===== src/rtl/hweval_resp_misr_pkg.sv =====
// Shared types, constants and the MISR step function for the response
// compactor. The step function is also available to golden models.
package hweval_pkg;

  typedef enum logic [1:0] {
    IDLE,
    FLUSH,
    CAPTURE,
    DONE
  } hweval_resp_state_t;

  localparam logic [31:0] HWEVAL_MISR_POLY = 32'h04C1_1DB7;

  // Widest signature the step function can handle
  localparam int HWEVAL_MISR_MAX_W = 64;

  // One MISR step on a width-bit register held in the low bits of a 64-bit
  // word: shift left, fold the polynomial in when the MSB falls out, then
  // xor the (already zero-extended) input word.
  function automatic logic [63:0] misr_next(input logic [63:0] sig,
                                            input logic [63:0] din,
                                            input logic [63:0] poly,
                                            input int          width = 32);
    logic [63:0] mask;
    logic [63:0] shifted;
    logic        msb;
    mask      = (width >= 64) ? {64{1'b1}} : ((64'd1 << width) - 64'd1);
    msb       = sig[6'(width - 1)];
    shifted   = (sig << 1) & mask;
    misr_next = (shifted ^ (msb ? poly : 64'h0) ^ din) & mask;
  endfunction

endpackage


===== src/rtl/hweval_resp_misr_misr_reg.sv =====
// Multiple-input signature register: loads a seed or folds one input word
// per enabled cycle. Kept separate so multi-output DUTs can use several.
module misr_reg
  import hweval_pkg::*;
#(
  parameter int                   SIG_WIDTH = 32,
  parameter int                   IN_WIDTH  = 10,
  parameter logic [SIG_WIDTH-1:0] POLY      = SIG_WIDTH'(HWEVAL_MISR_POLY)
) (
  input  logic                 clk,
  input  logic                 load,
  input  logic [SIG_WIDTH-1:0] seed,
  input  logic                 en,
  input  logic [IN_WIDTH-1:0]  din,
  output logic [SIG_WIDTH-1:0] sig
);

  if (SIG_WIDTH > HWEVAL_MISR_MAX_W) begin : g_sig_too_wide
    $error("misr_reg: SIG_WIDTH exceeds the supported maximum of 64");
  end

  if (SIG_WIDTH < IN_WIDTH) begin : g_sig_too_narrow
    $error("misr_reg: SIG_WIDTH must be >= IN_WIDTH");
  end

  // Load has priority so a reset or restart always wins over compaction
  always_ff @(posedge clk) begin
    if (load) begin
      sig <= seed;
    end else if (en) begin
      sig <= SIG_WIDTH'(misr_next(64'(sig), 64'(din), 64'(POLY), SIG_WIDTH));
    end
  end

endmodule


===== src/rtl/hweval_resp_misr.sv =====
// Response compactor for hardware-eval wrappers: discards the DUT pipeline
// fill, then folds a programmed number of responses into one signature.
module hweval_resp_misr
  import hweval_pkg::*;
#(
  parameter int          IN_WIDTH  = 10,
  parameter int          SIG_WIDTH = 32,
  parameter int          CNT_WIDTH = 16,
  parameter logic [31:0] POLY      = HWEVAL_MISR_POLY,
  parameter logic [31:0] SEED      = 32'h0000_0000,
  parameter int          PIPE_LAT  = 2
) (
  input  logic                 clk,
  input  logic                 reset,
  input  logic                 start,
  input  logic [CNT_WIDTH-1:0] num_cycles,
  input  logic [IN_WIDTH-1:0]  resp_in,
  output logic                 busy,
  output logic                 done,
  output logic [SIG_WIDTH-1:0] signature,
  output logic [CNT_WIDTH-1:0] cycles_done
);

  if (SIG_WIDTH < IN_WIDTH) begin : g_bad_width
    $error("hweval_resp_misr: SIG_WIDTH must be >= IN_WIDTH");
  end

  localparam logic [SIG_WIDTH-1:0] POLY_W     = SIG_WIDTH'(POLY);
  localparam logic [SIG_WIDTH-1:0] SEED_W     = SIG_WIDTH'(SEED);
  localparam int                   FLUSH_W    = (PIPE_LAT > 1) ? $clog2(PIPE_LAT) : 1;
  localparam logic [FLUSH_W-1:0]   FLUSH_LAST = FLUSH_W'((PIPE_LAT > 0) ? PIPE_LAT - 1 : 0);

  hweval_resp_state_t   state;
  logic [CNT_WIDTH-1:0] n_req;
  logic [FLUSH_W-1:0]   flush_cnt;
  logic [CNT_WIDTH-1:0] cnt_inc;
  logic                 start_accept;
  logic                 misr_load;
  logic                 misr_en;

  assign start_accept = start && ((state == IDLE) || (state == DONE));
  assign cnt_inc      = cycles_done + CNT_WIDTH'(1);
  assign misr_load    = reset || start_accept;
  assign misr_en      = (state == CAPTURE);

  misr_reg #(
    .SIG_WIDTH(SIG_WIDTH),
    .IN_WIDTH (IN_WIDTH),
    .POLY     (POLY_W)
  ) u_misr (
    .clk (clk),
    .load(misr_load),
    .seed(SEED_W),
    .en  (misr_en),
    .din (resp_in),
    .sig (signature)
  );

  // Run sequencing: done is registered from the DONE state so it trails the
  // last compaction by one cycle; a zero-length restart from DONE keeps it up
  always_ff @(posedge clk) begin
    if (reset) begin
      state       <= IDLE;
      busy        <= 1'b0;
      done        <= 1'b0;
      cycles_done <= '0;
      n_req       <= '0;
      flush_cnt   <= '0;
    end else begin
      case (state)
        IDLE, DONE: begin
          if (start_accept) begin
            cycles_done <= '0;
            n_req       <= num_cycles;
            flush_cnt   <= '0;
            if (PIPE_LAT > 0) begin
              state <= FLUSH;
              busy  <= 1'b1;
              done  <= 1'b0;
            end else if (num_cycles != '0) begin
              state <= CAPTURE;
              busy  <= 1'b1;
              done  <= 1'b0;
            end else begin
              state <= DONE;
              busy  <= 1'b0;
              done  <= (state == DONE);
            end
          end else begin
            busy <= 1'b0;
            done <= (state == DONE);
          end
        end
        FLUSH: begin
          done <= 1'b0;
          if (flush_cnt == FLUSH_LAST) begin
            if (n_req != '0) begin
              state <= CAPTURE;
            end else begin
              state <= DONE;
              busy  <= 1'b0;
            end
          end else begin
            flush_cnt <= flush_cnt + FLUSH_W'(1);
          end
        end
        CAPTURE: begin
          done        <= 1'b0;
          cycles_done <= cnt_inc;
          if (cnt_inc == n_req) begin
            state <= DONE;
            busy  <= 1'b0;
          end
        end
        default: begin
          state <= IDLE;
          busy  <= 1'b0;
          done  <= 1'b0;
        end
      endcase
    end
  end

endmodule


===== config.mk =====
export PLATFORM = sky130hd
export DESIGN_NAME = hweval_resp_misr
export DESIGN_NICKNAME = d
export VERILOG_FILES = /design/src/rtl/hweval_resp_misr_pkg.sv /design/src/rtl/hweval_resp_misr_misr_reg.sv /design/src/rtl/hweval_resp_misr.sv
export SDC_FILE = /design/constraint.sdc
export NUM_CORES = 1
export LEC_CHECK = 0
export CORE_MARGIN = 1.5
export CORE_UTILIZATION = 40
export CTS_BUF_LIST = sky130_fd_sc_hd__clkbuf_16
export DETAILED_ROUTE_END_ITERATION = 7
export HOLD_SLACK_MARGIN = 0.06
export PLACE_DENSITY = 0.62
export SYNTH_ARGS = -nofsm -noshare
export SYNTH_HDL_FRONTEND = slang
export SYNTH_SLANG_ARGS = --single-unit

===== constraint.sdc =====
create_clock -name clk -period 3.1 [get_ports clk]
set_input_delay 0.62 -clock clk [delete_from_list [all_inputs] [get_ports clk]]
set_output_delay 0.62 -clock clk [all_outputs]
set_load 0.03 [all_outputs]

==> results.cfg, run 1 <==
[timing]
finalSetupViolCount = 0
rsz0062_at_grt = false
final.setup_skew_ps = 9.15
layout_min_cycle_time_ps = 2610
timing.final.crit_share_pct = 84.1
hold_violations = 0
drv_slew = 0
fmax_mhz = 384
worst_pin_slew_ps = 688
fin_tns_setup_ps = 0
max_slew_margin_pct = 54.1

[critical_path]
path_max_fanout = 8
ff2ff_setup_slack_ps = 490
path_class = flop to flop
crit_buf_inv = 0
slowest_stage = dfxtp_1
max_stage_delay_ps = 490
cp-start-kind = flop
crit_chain = ha_1 -> and3_4 -> nand3_4 -> or3_4 -> mux2_4 -> a211o_1 -> o21ai_1 -> o41ai_2
r2r_end = busy
worstSetupEndpointType = flop
cp_top_family = simple AND/OR/NAND/NOR gates
cp.required_ps = 3300
reg2reg_depth = 8
r2r-start = cycles_done[0]
worst-endpoint-arrival_ps = 2810

[floorplan]
dieArea_um2 = 9370
die_w_um = 96.8
start_util_pct = 40.8
core-area_um2 = 8640
die_h_um = 96.8
row_count = 34
top_level_ports = 79

[hold_path]
hp-start = n_req[11]
worstHoldEndpoint = n_req[11]
hold_class = flop to flop
holdPathStages = 2

[yosys]
synth_area_um2 = 3520
ys_ff_latch = 69
synth_top_family_by_area = simple AND/OR/NAND/NOR gates
synthArstFlopShare_pct = 0
yosysSeqAreaShare_pct = 39.2
netlist_instances = 417
synthMuxAreaShare_pct = 7.68
synth_compound_area_share_pct = 14.3
synth.avg_cell_area_um2 = 8.44
synth_fp_nets = 450
synth.distinct_cells = 48
synth_top_area_share_pct = 39.2
synth_xor_area_share_pct = 10.5
ys_warn_count = 0
synth_edf_count = 0
synth_top_area_cell = dfxtp_1
synth-main-ff-cell = dfxtp_1
synth_fa_ha_area_share_pct = 1.42
synth-simple-area-share_pct = 21.8
yosys-top-cells-area = dfxtp_1 39%, xnor2_1 9.0%, mux2i_1 6.8%, nor2_1 6.6%, nand2_1 5.4%

[clock_network]
cts_resized = 0
ctsHoldBuffers = 0
root_buffer = clkbuf_16
clkTransAtPathRegs_ps = 60
cts_setup_buffers = 0
cts_sinks = 69
cts_inserted_buffers = 9
cts_tree = built
clock_latency_ps = 330
clockBufferDepth = 2
htreeDepth = 3

[cells_and_area]
antenna_cells = 0
finalNetCount = 517
fillCellCount = 813
final_common_cell = clkdlybuf4s50_1
synthToLayoutAreaGrowth_pct = 33.1
final_cell_mix = 78 x clkdlybuf4s50_1, 69 x dfxtp_1, 62 x nor2_1
multi_input_area_um2 = 1960
seq_area_um2 = 1380
drive_above_1_share_pct = 7.16
fin_util_pct = 54.3

[routing]
totalWireLength_um = 8690
vias = 3094
routedWlPerCell_um = 14.5
drtPass1Iterations = 4
vias_per_cell = 5.18
drt_iter0_drc = 144
drc = 0
drt.antenna.violating_nets = 0

[flow_run]
maxCapViolCount = 0

[grt]
grt_max_degree = 33
grt_antenna_before_repair = 0
grt_usage_pct = 18.8
first_global_vias = 2880
grt_pass1_wl_um = 14500
grt_remaining_overflow = 0

[pwr]
leakagePower_uw = 0.00159
power.density_nw_per_um2 = 752
ir_drop_mv = 0.360

[placement]
dp_hpwl_um = 6050
port_buffers = 78
gp_congestion = 0.882

[outcome]
outcome = finished, final reports clean
-- layer usage --
layer,global-route usage (%),up-vias,share of wire (%)
li1,-,1571,-
met1,25.8,1438,49
met2,28.6,76,44
met3,4.19,9,5.3
met4,7.25,0,1.4
met5,0,-,0
-- cells by family (layout without fill, tap and decap cells) --
logic type | Yosys count | after routing
AOI/OAI and AO/OA | 78 | 78
xor gates and xnor gates | 42 | 42
muxes | 26 | 26
buffers and inverters | 37 | 109
adders and majority gates | 4 | 4
and+or+nand+nor | 161 | 161
DFF | 69 | 69
-- tightest hold or removal path, cell delays in order (launching register included) --
cell     delay, ps
dfxtp_1        330
nand2_1         60
a21oi_1         50
-- Yosys cell counts, drive strengths merged, types with 7 or more instances --
| master | count |
|---|---|
| xnor2 | 36 |
| o21ai | 12 |
| nand2 | 51 |
| clkbuf | 18 |
| mux2i | 24 |
| nor4 | 7 |
| buf | 11 |
| inv | 8 |
| a21oi | 31 |
| nor2 | 62 |
| nor3 | 9 |
| a211oi | 13 |
| nand3 | 7 |
| dfxtp | 69 |
-- final cells by class --
cell class,instances,share of cell area [%]
clock buffers,9,4.81
clock inverters,7,2.59
inverters,8,0.641
multi-input cells,311,41.8
flip-flops and latches,69,29.5
well taps,108,2.88
repair buffers,85,17.8
-- sequential cells by signal, summed over array words and instances, names as in the netlist --
| signal | cells |
|---|---|
| state | 2 |
| busy | 1 |
| flush_cnt | 1 |
| cycles_done | 16 |
| n_req | 16 |
| u_misr.sig | 32 |
| done | 1 |
-- worst max path at each step --
stage / endpoint / depth (start not counted) / from / slack [ps]
global route: state[1] / 8 / cycles_done[0] / 320
detailed placement: busy / 8 / cycles_done[0] / 560
floorplan: busy / 8 / cycles_done[0] / 490
CTS: busy / 7 / cycles_done[0] / 510
global placement: busy / 8 / cycles_done[0] / 620
finish: busy / 8 / cycles_done[0] / 490
-- stage by stage --
step	hold WS (ps)	power, uW	cells	cell area, um^2	setup slack [ps]
2_1_floorplan	460	2000	417	3520	491
3_3_place_gp	473	2340	581	4340	616
3_5_place_dp	481	2350	581	4340	562
4_1_cts	495	3550	597	4690	507
5_1_grt	519	3710	597	4690	323
6_report	490	3520	597	4690	494
-- power breakdown --
group	internal (uW)	leakage (uW)	switching, uW
clock network	788	0.000158	396
registers	1000	0.000559	124
logic	489	0.000876	721
Note: power is estimated with default switching activity, not from simulation.
==> run 2: changes to the inputs <==
Clock period 3.1 ns to 2.6 ns, I/O delays scaled along.
==> results.cfg, run 2 (synthesis gave the netlist of run 1 again) <==
[flow_run]
maxCapViolCount = 0

[critical_path]
reg2reg_depth = 8
r2r_end = state[1]
ff2ff_setup_slack_ps = 150
cp-startpoint = cycles_done[0]
cp-start-kind = flop
worstSetupEndpointType = flop
path_max_fanout = 8
worst-endpoint-arrival_ps = 2660
path_class = flop to flop
r2r-start = cycles_done[0]
cp.required_ps = 2810

[routing]
drt.antenna.violating_nets = 0
routedWlPerCell_um = 14.7
drt_iter0_drc = 197
vias_per_cell = 5.23
drtPass1Iterations = 4
totalWireLength_um = 8870
drc = 0
vias = 3163

[floorplan]
die_h_um = 96.8
row_count = 34
top_level_ports = 79
start_util_pct = 40.8
die_w_um = 96.8
core-area_um2 = 8640
dieArea_um2 = 9370

[clock_network]
ctsHoldBuffers = 0
cts_setup_buffers = 0
clkTransAtPathRegs_ps = 60
root_buffer = clkbuf_16
htreeDepth = 3
clockBufferDepth = 2
cts_inserted_buffers = 9
clock_latency_ps = 320
cts_tree = built
cts_resized = 0
cts_sinks = 69

[grt]
grt_pass1_wl_um = 14500
grt_usage_pct = 18.9
grt_max_degree = 33
first_global_vias = 2960
grt_antenna_before_repair = 0
grt_remaining_overflow = 0

[cells_and_area]
regMostFlops = u_misr.sig
final_cell_mix = 78 x clkdlybuf4s50_1, 68 x dfxtp_1, 62 x nor2_1
top_regs = u_misr.sig: 32 flops, cycles_done: 16 flops, n_req: 16 flops
fin_util_pct = 54.6
antenna_cells = 0
largest_reg_flops = 32
drive_above_1_share_pct = 8.85
finalNetCount = 525
synthToLayoutAreaGrowth_pct = 33.9
fillCellCount = 815
final_common_cell = clkdlybuf4s50_1
fin_area_um2 = 4710

[timing]
fin_tns_setup_ps = 0
drv_slew = 0
final.setup_skew_ps = 6.81
rsz0062_at_grt = false
fmax_mhz = 408
hold_violations = 0
layout_min_cycle_time_ps = 2450
finalSetupViolCount = 0
worst_pin_slew_ps = 683
timing.final.crit_share_pct = 94.3
max_slew_margin_pct = 54.5
timing.hold.ws_ps = 492

[placement]
placed_cell_area_um2 = 4400
dp_hpwl_um = 6310
port_buffers = 78
gp_congestion = 0.955

[hold_path]
hp-start = n_req[4]
holdPathStages = 2
hold_class = flop to flop
worstHoldEndpoint = n_req[4]

[pwr]
power_uw = 4080
power.density_nw_per_um2 = 866
leakagePower_uw = 0.00164
ir_drop_mv = 0.351

[outcome]
outcome = finished, final reports clean
==> run 2: cell count changes in the layout (fill, tap and decap cells not counted) <==
| cell | before | now |
|---|---|---|
| clkinv_2 | 0 | 4 |
| dfxtp_1 | 69 | 68 |
| clkinvlp_4 | 3 | 0 |
| dfxtp_2 | 0 | 1 |
| buf_4 | 7 | 15 |
| bufinv_16 | 3 | 2 |
==> run 2: cell type report <==
| type | count | area, um^2 | area share, % |
|---|---|---|---|
| clock inverters | 7 | 88.8 | 1.88 |
| flip-flops and latches | 69 | 1380 | 29.3 |
| repair buffers | 93 | 893 | 18.9 |
| well taps | 108 | 135 | 2.87 |
| clock buffers | 9 | 225 | 4.78 |
| inverters | 8 | 30.0 | 0.637 |
| multi-input cells | 311 | 1960 | 41.6 |
==> run 2: routing by layer <==
layer	GRT usage [%]	part of all wire, %	up-vias	routed length (um)
met5	0	0	-	0
li1	-	-	1592	-
met4	6.69	1.1	0	98
met1	25.7	48	1480	4250
met2	28.8	45	82	4030
met3	5.20	5.6	9	500
==> run 2: worst max path at each step <==
stage	end	depth (start not counted)
finish	state[1]	8
global route	busy	8
CTS	busy	8
detailed placement	busy	8
global placement	busy	8
floorplan	busy	8
==> run 2: critical path, cell delays in order, from the launching register on <==
cell     delay (ps)
dfxtp_2         410
ha_1            270
and3_4          260
nand3_4          90
or3_4           420
mux2_4          310
nor3_1          150
a21oi_1         130
mux2_4          310
==> run 2: power breakdown <==
group / leakage [uW] / total, uW / switching [uW] / internal (uW)
clock: 0.000159 / 1280 / 447 / 835
sequential: 0.000560 / 1340 / 145 / 1200
combinational: 0.000919 / 1460 / 869 / 590
==> run 2: metrics by stage <==
stage / worst slack, ps / instances
global route: 32.3 / 605
CTS: 172 / 605
global placement: 224 / 589
finish: 148 / 605
detailed placement: 186 / 589
floorplan: 38.8 / 417
